### src/rtl/ir_sched_pkg.sv
// Shared types and constants for the IR frame scheduler.
// Latency: n/a (declarations only).
// Backpressure: n/a.
package ir_sched_pkg;

  // Scheduler FSM states
  typedef enum logic [1:0] {
    IDLE      = 2'd0,
    START     = 2'd1,
    WAIT_DONE = 2'd2,
    GAP       = 2'd3
  } state_e;

  // Frame segment widths of the IR transmitter
  localparam int DATA35_W = 35;
  localparam int DATA32_W = 32;

  // Timing at the 125 MHz system clock
  localparam int CLK_HZ        = 125_000_000;
  localparam int GAP_100MS     = CLK_HZ / 10;
  localparam int TIMEOUT_200MS = CLK_HZ / 5;

endpackage

### src/rtl/ir_rr_arbiter.sv
// Round-robin arbiter: the first set request at or after ptr (wrapping) wins.
// Latency: purely combinational.
// Backpressure: none; the parent decides whether the grant is used.
module ir_rr_arbiter #(
  parameter int NREQ  = 4,
  parameter int PTR_W = $clog2(NREQ)
) (
  input  logic [NREQ-1:0]  req,
  input  logic [PTR_W-1:0] ptr,
  output logic [NREQ-1:0]  grant,
  output logic [PTR_W-1:0] grant_idx,
  output logic             any_grant
);

  // Scan NREQ positions starting at ptr; the first hit is the winner
  always_comb begin
    logic [31:0]      idx;
    logic [PTR_W-1:0] sel;
    grant     = '0;
    grant_idx = '0;
    any_grant = 1'b0;
    for (int k = 0; k < NREQ; k++) begin
      idx = 32'(ptr) + 32'(k);
      if (idx >= 32'(NREQ)) begin
        idx = idx - 32'(NREQ);
      end
      sel = idx[PTR_W-1:0];
      if (!any_grant && req[sel]) begin
        any_grant  = 1'b1;
        grant_idx  = sel;
        grant[sel] = 1'b1;
      end
    end
  end

endmodule

### src/rtl/ir_frame_scheduler.sv
// Shares one IR transmitter between NREQ command sources: round-robin grant, REPEAT sends, gap, watchdog.
// Latency: accept in cycle N gives tx_start in N+1; frame_sent one cycle after tx_done.
// Backpressure: req_ready only while IDLE; a requester holds req_valid until it sees req_ready.
module ir_frame_scheduler
  import ir_sched_pkg::*;
#(
  parameter int NREQ        = 4,
  parameter int REPEAT      = 2,
  parameter int GAP_CYC     = GAP_100MS,
  parameter int TIMEOUT_CYC = TIMEOUT_200MS
) (
  input  logic                         clk,
  input  logic                         rst,
  input  logic [NREQ-1:0]              req_valid,
  output logic [NREQ-1:0]              req_ready,
  input  logic [NREQ*DATA35_W-1:0]     req_data35,
  input  logic [NREQ*DATA32_W-1:0]     req_data32,
  output logic                         tx_start,
  output logic [DATA35_W-1:0]          tx_data35,
  output logic [DATA32_W-1:0]          tx_data32,
  input  logic                         tx_busy,
  input  logic                         tx_done,
  output logic [$clog2(NREQ)-1:0]      grant_id,
  output logic                         sched_busy,
  output logic                         frame_sent,
  output logic                         err_timeout
);

  localparam int PTR_W = $clog2(NREQ);
  localparam int REP_W = $clog2(REPEAT) + 1;
  localparam int GAP_W = $clog2(GAP_CYC) + 1;
  localparam int WD_W  = $clog2(TIMEOUT_CYC) + 1;

  localparam logic [REP_W-1:0] REP_MAX  = REP_W'(REPEAT);
  localparam logic [GAP_W-1:0] GAP_LAST = GAP_W'(GAP_CYC - 1);
  localparam logic [GAP_W-1:0] GAP_MAX  = {GAP_W{1'b1}};
  localparam logic [WD_W-1:0]  WD_MAX   = {WD_W{1'b1}};
  // Firing one count early lets err_timeout rise on the same edge the
  // watchdog value reaches TIMEOUT_CYC-1, i.e. TIMEOUT_CYC cycles after tx_start.
  localparam logic [WD_W-1:0]  WD_LIM   = WD_W'(TIMEOUT_CYC - 2);
  localparam logic [PTR_W-1:0] PTR_LAST = PTR_W'(NREQ - 1);

  state_e                state_q, state_d;
  logic [PTR_W-1:0]      ptr_q, ptr_d;
  logic [REP_W-1:0]      rep_q, rep_d;
  logic [GAP_W-1:0]      gap_q, gap_d;
  logic [WD_W-1:0]       wd_q, wd_d;
  logic [DATA35_W-1:0]   d35_q, d35_d;
  logic [DATA32_W-1:0]   d32_q, d32_d;
  logic [PTR_W-1:0]      gid_q, gid_d;
  logic                  err_q, err_d;
  logic                  start_q, start_d;
  logic                  fsent_q, fsent_d;

  logic [NREQ-1:0]       arb_grant;
  logic [PTR_W-1:0]      arb_idx;
  logic                  arb_any;
  logic                  accept;
  logic [DATA35_W-1:0]   sel35;
  logic [DATA32_W-1:0]   sel32;

  ir_rr_arbiter #(
    .NREQ  (NREQ),
    .PTR_W (PTR_W)
  ) u_arb (
    .req       (req_valid),
    .ptr       (ptr_q),
    .grant     (arb_grant),
    .grant_idx (arb_idx),
    .any_grant (arb_any)
  );

  // Offer the grant only when idle and not in reset, so accept is just "any ready"
  assign accept    = (state_q == IDLE) && !rst && arb_any;
  assign req_ready = accept ? arb_grant : '0;

  // Select the winner's payload; the grant is one-hot so a plain OR-style scan is enough
  always_comb begin
    sel35 = '0;
    sel32 = '0;
    for (int i = 0; i < NREQ; i++) begin
      if (arb_grant[i]) begin
        sel35 = req_data35[i*DATA35_W +: DATA35_W];
        sel32 = req_data32[i*DATA32_W +: DATA32_W];
      end
    end
  end

  // Next-state logic: accept, start pulse, wait for done or watchdog, silent gap, repeat
  always_comb begin
    state_d = state_q;
    ptr_d   = ptr_q;
    rep_d   = rep_q;
    gap_d   = gap_q;
    wd_d    = wd_q;
    d35_d   = d35_q;
    d32_d   = d32_q;
    gid_d   = gid_q;
    err_d   = err_q;
    start_d = 1'b0;
    fsent_d = 1'b0;
    case (state_q)
      IDLE: begin
        if (accept) begin
          d35_d   = sel35;
          d32_d   = sel32;
          gid_d   = arb_idx;
          ptr_d   = (arb_idx == PTR_LAST) ? '0 : arb_idx + PTR_W'(1);
          rep_d   = '0;
          err_d   = 1'b0;
          state_d = START;
          start_d = 1'b1;
        end
      end
      START: begin
        wd_d    = '0;
        state_d = WAIT_DONE;
      end
      WAIT_DONE: begin
        wd_d = (wd_q == WD_MAX) ? wd_q : wd_q + WD_W'(1);
        if (tx_done) begin
          // A done arriving on the watchdog limit still counts as a good frame
          fsent_d = 1'b1;
          rep_d   = (rep_q == REP_MAX) ? rep_q : rep_q + REP_W'(1);
          gap_d   = '0;
          state_d = GAP;
        end else if (wd_q == WD_LIM) begin
          err_d   = 1'b1;
          rep_d   = REP_MAX;
          gap_d   = '0;
          state_d = GAP;
        end
      end
      GAP: begin
        // A still-busy transmitter freezes the gap count, stretching the silence
        if (!tx_busy) begin
          if (gap_q == GAP_LAST) begin
            if (rep_q < REP_MAX) begin
              state_d = START;
              start_d = 1'b1;
            end else begin
              state_d = IDLE;
            end
          end else begin
            gap_d = (gap_q == GAP_MAX) ? gap_q : gap_q + GAP_W'(1);
          end
        end
      end
      default: state_d = IDLE;
    endcase
  end

  // State registers with synchronous active-high reset
  always_ff @(posedge clk) begin
    if (rst) begin
      state_q <= IDLE;
      ptr_q   <= '0;
      rep_q   <= '0;
      gap_q   <= '0;
      wd_q    <= '0;
      d35_q   <= '0;
      d32_q   <= '0;
      gid_q   <= '0;
      err_q   <= 1'b0;
      start_q <= 1'b0;
      fsent_q <= 1'b0;
    end else begin
      state_q <= state_d;
      ptr_q   <= ptr_d;
      rep_q   <= rep_d;
      gap_q   <= gap_d;
      wd_q    <= wd_d;
      d35_q   <= d35_d;
      d32_q   <= d32_d;
      gid_q   <= gid_d;
      err_q   <= err_d;
      start_q <= start_d;
      fsent_q <= fsent_d;
    end
  end

  assign tx_start    = start_q;
  assign tx_data35   = d35_q;
  assign tx_data32   = d32_q;
  assign grant_id    = gid_q;
  assign sched_busy  = (state_q != IDLE);
  assign frame_sent  = fsent_q;
  assign err_timeout = err_q;

endmodule

### config.mk
export PLATFORM = sky130hd
export DESIGN_NAME = ir_frame_scheduler
export DESIGN_NICKNAME = d
export VERILOG_FILES = /design/src/rtl/ir_sched_pkg.sv /design/src/rtl/ir_rr_arbiter.sv /design/src/rtl/ir_frame_scheduler.sv
export SDC_FILE = /design/constraint.sdc
export NUM_CORES = 1
export LEC_CHECK = 0
export CORE_MARGIN = 3
export CORE_UTILIZATION = 42
export DETAILED_ROUTE_END_ITERATION = 10
export GPL_ROUTABILITY_DRIVEN = 0
export PLACE_DENSITY_LB_ADDON = 0.25
export RECOVER_POWER = 100
export SLEW_MARGIN = 20
export SYNTH_ARGS = -nofsm -noshare
export SYNTH_HDL_FRONTEND = slang
export SYNTH_SLANG_ARGS = --single-unit
### constraint.sdc
create_clock -name clk -period 4.1 [get_ports clk]
set_clock_uncertainty 0.1 [all_clocks]
set_input_delay 0.82 -clock clk [delete_from_list [all_inputs] [get_ports clk]]
set_output_delay 0.82 -clock clk [all_outputs]
set_load 0.02 [all_outputs]
==> flow_summary.yaml, run 1 <==
outcome:
  run_status: "completed"
critical_path:
  start_kind: "input port"
  reg2reg_to: "tx_data35[24]"
  cp.required_ps: 3180
  cp-endpoint: "req_ready[2]"
  startpoint: "req_valid[2]"
  crit_chain: "clkdlybuf4s50_1, mux4_2, buf_4, nor2b_4, buf_4, a22o_1, o22ai_4, nor3_1, buf_12"
  rr_worst_depth: 11
  worstSetupEndpointType: "output pin"
  rr_startpoint: "ptr_q[0]"
  cp_max_fo: 5
  critical_path_class: "input port to output pin"
  critPathArrivalTime_ps: 3080
  cpMaxStageDelayCell: "mux4_2"
  worst_path_most_repeated_cell: "buf_4"
  slowest_delay_ps: 560
  rrSetupSlack_ps: 500
clock_network:
  clk_pin_slew_worst_paths_ps: 50
  clk_path_buf_depth: 2
  insertion_delay_ps: 410
  holdBufCountCts: 0
  numCtsBuffers: 17
  clock_sinks: 129
  htree_num_levels: 4
  cts-root-buf: "clkbuf_16"
  cts_tree: "yes"
  post-cts-setup-buffers: 0
hold_path:
  hold_class: "flip-flop to flip-flop"
  min_from: "gap_q[21]"
sta:
  worst_hold_slack_ps: 385
  slew_headroom_pct: 29.7
  period_share_pct: 97.6
  setup_viol: 0
  timing.final.crit_period_ps: 4000
  hold_viol_final: 0
  grt_setup_unrepaired: "false"
  worst_pin_slew_ps: 1050
  fmax_mhz: 250
  slew_viol_final: 0
floorplanning:
  die_h_um: 140
  core_sq_mm: 0.0174
  rows: 48
  die_area_sq_mm: 0.0196
  fp.dieW_um: 140
  start_util_pct: 43.3
  io-pin-count: 353
pwr:
  p_seq_share_pct: 21.9
  p_sw_share_pct: 43.9
  combPwrFrac_pct: 57.6
  power.share.clock_pct: 20.5
  power_density_mw_per_mm2: 643
  leakage_nw: 4.53
  ir_drop_v: 0.000411
  p_sw_mw: 3.36
  p_int_mw: 4.30
logic_synthesis:
  ys_warn_count: 0
  synth_edf_count: 0
  synth_common_cells: "129 x dfxtp_1, 95 x a21oi_1, 82 x and3_1, 80 x o21ai_0, 69 x o22ai_1"
  ys_types: 59
  ys_seq_area_share_pct: 34.3
  netlist_instances: 902
  avgSynthCellArea_sq_um: 8.35
  synth-async-reset-ratio_pct: 0
  yosysTopAreaCellShare_pct: 34.3
  syn_nets: 1194
  synthFlopType: "dfxtp_1"
  synth.cell_area_sq_mm: 0.00753
  synthTopCellsByArea: "dfxtp_1 34%, and3_1 6.8%, a21oi_1 6.3%, a221oi_2 6.2%, o22ai_1 5.7%"
  ys_ff_latch: 129
  synth.most_common_cell: "dfxtp_1"
  yosysTopAreaCell: "dfxtp_1"
global_route:
  use_met1_pct: 40.0
  grt_pass1_wl_um: 46800
  grt_usage_pct: 30.4
  gr-usage-met3_pct: 7.89
  met2_usage_pct: 50.7
  grt_antenna_before_repair: 1
  grt_max_degree: 73
  grt_pass1_vias: 8102
  top_usage_layer: "met2"
  grt-ovfl-total: 0
placement:
  io_buffers: 352
  place_hpwl_um: 23500
layout:
  finish.net_count: 1519
  drive_above_1_share_pct: 9.03
  area_growth_pct: 58.1
  diodes: 0
  final_util_pct: 68.4
detailed_routing:
  drc: 0
  wl_um: 31200
  ant_nets: 0
  drt-vias-per-instance: 5.89
  firstDrtPassIters: 5
  vias: 8622
  drt_iter0_markers: 655
  wl_per_cell_um: 21.3
run:
  cap_violations: 0
==> timing repair <==
item	4_1_cts	5_1_grt
resized for setup	3	0
endpoints found under the hold margin	0	0
endpoints found under the setup margin	3	0
==> flip-flops by register name, summed over array words and instances (netlist names) <==
| signal | flops |
|---|---|
| tx_data32 | 32 |
| err_timeout | 1 |
| rep_q | 2 |
| grant_id | 2 |
| frame_sent | 1 |
| gap_q | 25 |
| tx_data35 | 35 |
| tx_start | 1 |
| ptr_q | 2 |
| state_q | 2 |
| wd_q | 26 |
==> critical path: cells and delay by family <==
| kind | cells | cell delay (ps) |
|---|---|---|
| mux | 1 | 560 |
| buf+inv | 4 | 950 |
| compound gates | 2 | 300 |
| simple gates | 2 | 460 |
==> routing by layer <==
| metal | vias to the layer above | part of all wire [%] |
|---|---|---|
| li1 | 4115 | - |
| met1 | 4097 | 41 |
| met2 | 369 | 48 |
| met3 | 39 | 9.1 |
| met4 | 2 | 1.8 |
| met5 | - | 0.042 |
==> power by group through the flow <==
stage               Sequential (mW)  Combinational, mW  Clock, mW
finish                         1.68               4.41       1.57
global route                   1.71               4.72       1.65
CTS                            1.68               4.52       1.58
detailed placement             1.71               4.51          0
global placement               1.70               4.48          0
floorplan                      1.94               2.52          0
==> how the worst min path moves through the flow <==
stage,end,slack (ps),cells after the start
floorplan,gap_q[21],350,2
global placement,gap_q[21],360,2
detailed placement,gap_q[21],370,2
CTS,gap_q[21],380,2
global route,gap_q[17],410,2
finish,gap_q[21],390,2
==> final cells by class <==
| type | instances | area [sq um] |
|---|---|---|
| Timing Repair Buffer | 384 | 3800 |
| Sequential cell | 129 | 2580 |
| Clock buffer | 22 | 474 |
| Inverter | 15 | 56.3 |
| Clock inverter | 10 | 133 |
| Fill cell | 1430 | 5510 |
| Multi-Input combinational cell | 680 | 4580 |
| Tap cell | 225 | 282 |
==> cell families after synthesis <==
logic type	count (synthesis)	synth area share (%)
xor+xnor	30	3.49
compound gates	345	31.9
buf+inv	93	5.51
fa+ha+maj	16	2.66
mux	11	2.18
flops	129	34.3
simple gates	278	20.0
==> per-stage QoR <==
step	setup WS [ps]	TNS, ps	power [mW]	cells	cell area [sq um]
floorplan	442	0	4.46	902	7530
global placement	-55.0	-81.0	6.18	1433	11400
detailed placement	-106	-239	6.22	1433	11400
CTS	99.7	0	7.79	1465	12000
global route	16.1	0	8.08	1465	11900
finish	97.8	0	7.66	1465	11900
==> cell usage in the layout (no fill, tap or decap), types with 5 or more instances in the layout <==
cell             count
nor3_1              13
nand2_1             40
clkdlybuf4s50_1    274
or3_1               13
a221oi_2            31
o21ai_0             81
xor2_1              25
xnor2_1              5
clkbuf_16           17
nand4_1             15
ha_1                16
dlygate4sd3_1       73
inv_1               14
nand3_1             24
a221oi_1            38
nor2_1              53
nand2b_1             8
buf_4               23
a21oi_1             95
and3_1              82
o22ai_1             68
and4_1               6
buf_12               5
dfxtp_1            129
(Power assumes the default switching activity.)
==> run 2, diff against run 1 <==
CORE_UTILIZATION = 33   (was 42)
CTS_CLUSTER_DIAMETER = 50   (was default)
==> run 2 against run 1 <==
Global-route usage fell by 4.4 points. Clock power barely moved. Sequential share of layout area rose by 0.16 points. Final cell count rose by 4.0%. Critical endpoint is now req_ready[0]. Worst hold slack got worse by 2.8 ps. Combinational power fell by 2%. Cell area fell by 0.71%. The flow now finishes with violations (max-capacitance violations, max-slew violations). Critical path type unchanged. Highest routed layer unchanged. Fmax fell by 0.35%.
==> flow_summary.yaml, run 2 (same netlist as run 1, synthesis figures left out) <==
outcome:
  run_status: "finished, violations left"
  violations: "max-capacitance violations, max-slew violations"
clock_network:
  numCtsBuffers: 17
  cts-root-buf: "clkbuf_16"
  htree_num_levels: 4
  clock_sinks: 129
  clk_pin_slew_worst_paths_ps: 60
  clk_path_buf_depth: 2
  insertion_delay_ps: 420
  cts_tree: "yes"
layout:
  n_fill_cell: 2137
  largest_register_ffs: 35
  finish.net_count: 1520
  final_area_sq_mm: 0.0118
  layout_common_cells: "274 x clkdlybuf4s50_1, 129 x dfxtp_1, 95 x a21oi_1, 82 x and3_1, 80 x o21ai_0"
  area_growth_pct: 57.0
  final_cells: 1524
  drive_above_1_share_pct: 6.77
  final_common_cell: "clkdlybuf4s50_1"
detailed_routing:
  drt_iter0_markers: 486
  vias: 8638
  drt-vias-per-instance: 5.67
  wl_um: 33000
  wl_per_cell_um: 21.7
  firstDrtPassIters: 5
  ant_nets: 0
  drc: 0
global_route:
  grt_pass1_wl_um: 49900
  grt_antenna_before_repair: 5
  grt_max_degree: 69
  grt-ovfl-total: 0
  grt_usage_pct: 26.0
  grt_pass1_vias: 8496
critical_path:
  rr_worst_depth: 11
  critPathArrivalTime_ps: 3100
  worstSetupEndpointType: "output pin"
  rrSetupSlack_ps: 480
  cp_max_fo: 5
  cpMaxStageDelayCell: "mux4_2"
  cp-endpoint: "req_ready[0]"
  slowest_delay_ps: 540
  cp.required_ps: 3180
  reg2reg_to: "tx_data35[1]"
  rr_startpoint: "ptr_q[0]"
  crit_chain: "clkdlybuf4s50_1, mux4_2, nor2b_4, buf_4, a221o_1, a32oi_1, nor3_1, dlygate4sd2_1"
  start_kind: "input port"
  critical_path_class: "input port to output pin"
  startpoint: "req_valid[0]"
pwr:
  ir_drop_v: 0.000473
  leakage_nw: 4.46
  power_density_mw_per_mm2: 638
floorplanning:
  fp.dieW_um: 157
  die_area_sq_mm: 0.0247
  rows: 54
  start_util_pct: 34.0
  core_sq_mm: 0.0222
  die_h_um: 157
  io-pin-count: 353
run:
  cap_violations: 1
placement:
  io_buffers: 352
  placed_cells: 1488
  placed_area_sq_mm: 0.0114
  place_hpwl_um: 24400
  pre_cts_slack_ps: -346
sta:
  slew_headroom_pct: -13.0
  period_share_pct: 98.0
  hold_viol_final: 0
  timing.final.crit_period_ps: 4020
  grt_setup_unrepaired: "false"
  worst_pin_slew_ps: 1650
  worst_hold_slack_ps: 382
  slew_viol_final: 6
  fin_ws_ps: 83.7
  fmax_mhz: 249
  setup_viol: 0
  setup_tns_ps: 0
hold_path:
  hold_class: "flip-flop to flip-flop"
## run 2: cell count changes in the layout (fill, tap and decap cells not counted), sizes merged
cell | previous run | this run
clkbuf | 27 | 32
diode | 0 | 3
buf | 29 | 27
clkinv | 5 | 4
dlygate4sd2 | 3 | 2
## run 2: what timing repair did
item                       CTS  global route
buffers inserted             0             1
hold buffers                 0             0
resized for setup            5             2
setup endpoints to repair    3             3
## run 2: critical path, delay by kind of cell
family                 cells  cell delay, ps
AND/OR/NAND/NOR            2             230
AO/OA/AOI/OAI              2             520
multiplexers               1             540
buffers and inverters      3             980
## run 2: metal layers
metal	vias up	GRT usage, %	wire length, um
li1	4123	-	-
met4	4	8.60	1040
met3	62	8.14	2430
met1	4108	32.4	13800
met5	-	0	34
met2	341	42.9	15700
## run 2: layout make-up
type                       instances  area (sq um)  share of cell area [%]
clock buffer                      23           468                    3.96
tap                              280           350                    2.96
clock inverter                     9           131                    1.11
antenna                            3          7.51                  0.0635
multi-input combinational        680          4460                    37.7
timing repair buffer             385          3770                    31.9
inverter                          15          56.3                   0.476
sequential                       129          2580                    21.8
## run 2: how the worst min path moves through the flow
stage               slack, ps       from         to  cells after the start
floorplan                 350  gap_q[21]  gap_q[21]                      2
global route              410  gap_q[24]  gap_q[24]                      2
finish                    380  gap_q[24]  gap_q[24]                      2
global placement          360  gap_q[24]  gap_q[24]                      2
CTS                       390  gap_q[24]  gap_q[24]                      2
detailed placement        380  gap_q[24]  gap_q[24]                      2
## run 2: stage by stage
step	util (%)	total power [mW]
final	53.4	7.54
after global routing	53.4	8.03
after CTS	54.3	7.87
after detailed placement	51.5	6.28
after global placement	51.5	6.23
after floorplan	-	4.46
## run 2: report_power, final
part	leakage (nW)	switching, mW	total (mW)	internal [mW]
clock	0.283	0.577	1.57	0.989
combinational	3.12	2.61	4.31	1.69
sequential	1.06	0.146	1.67	1.52
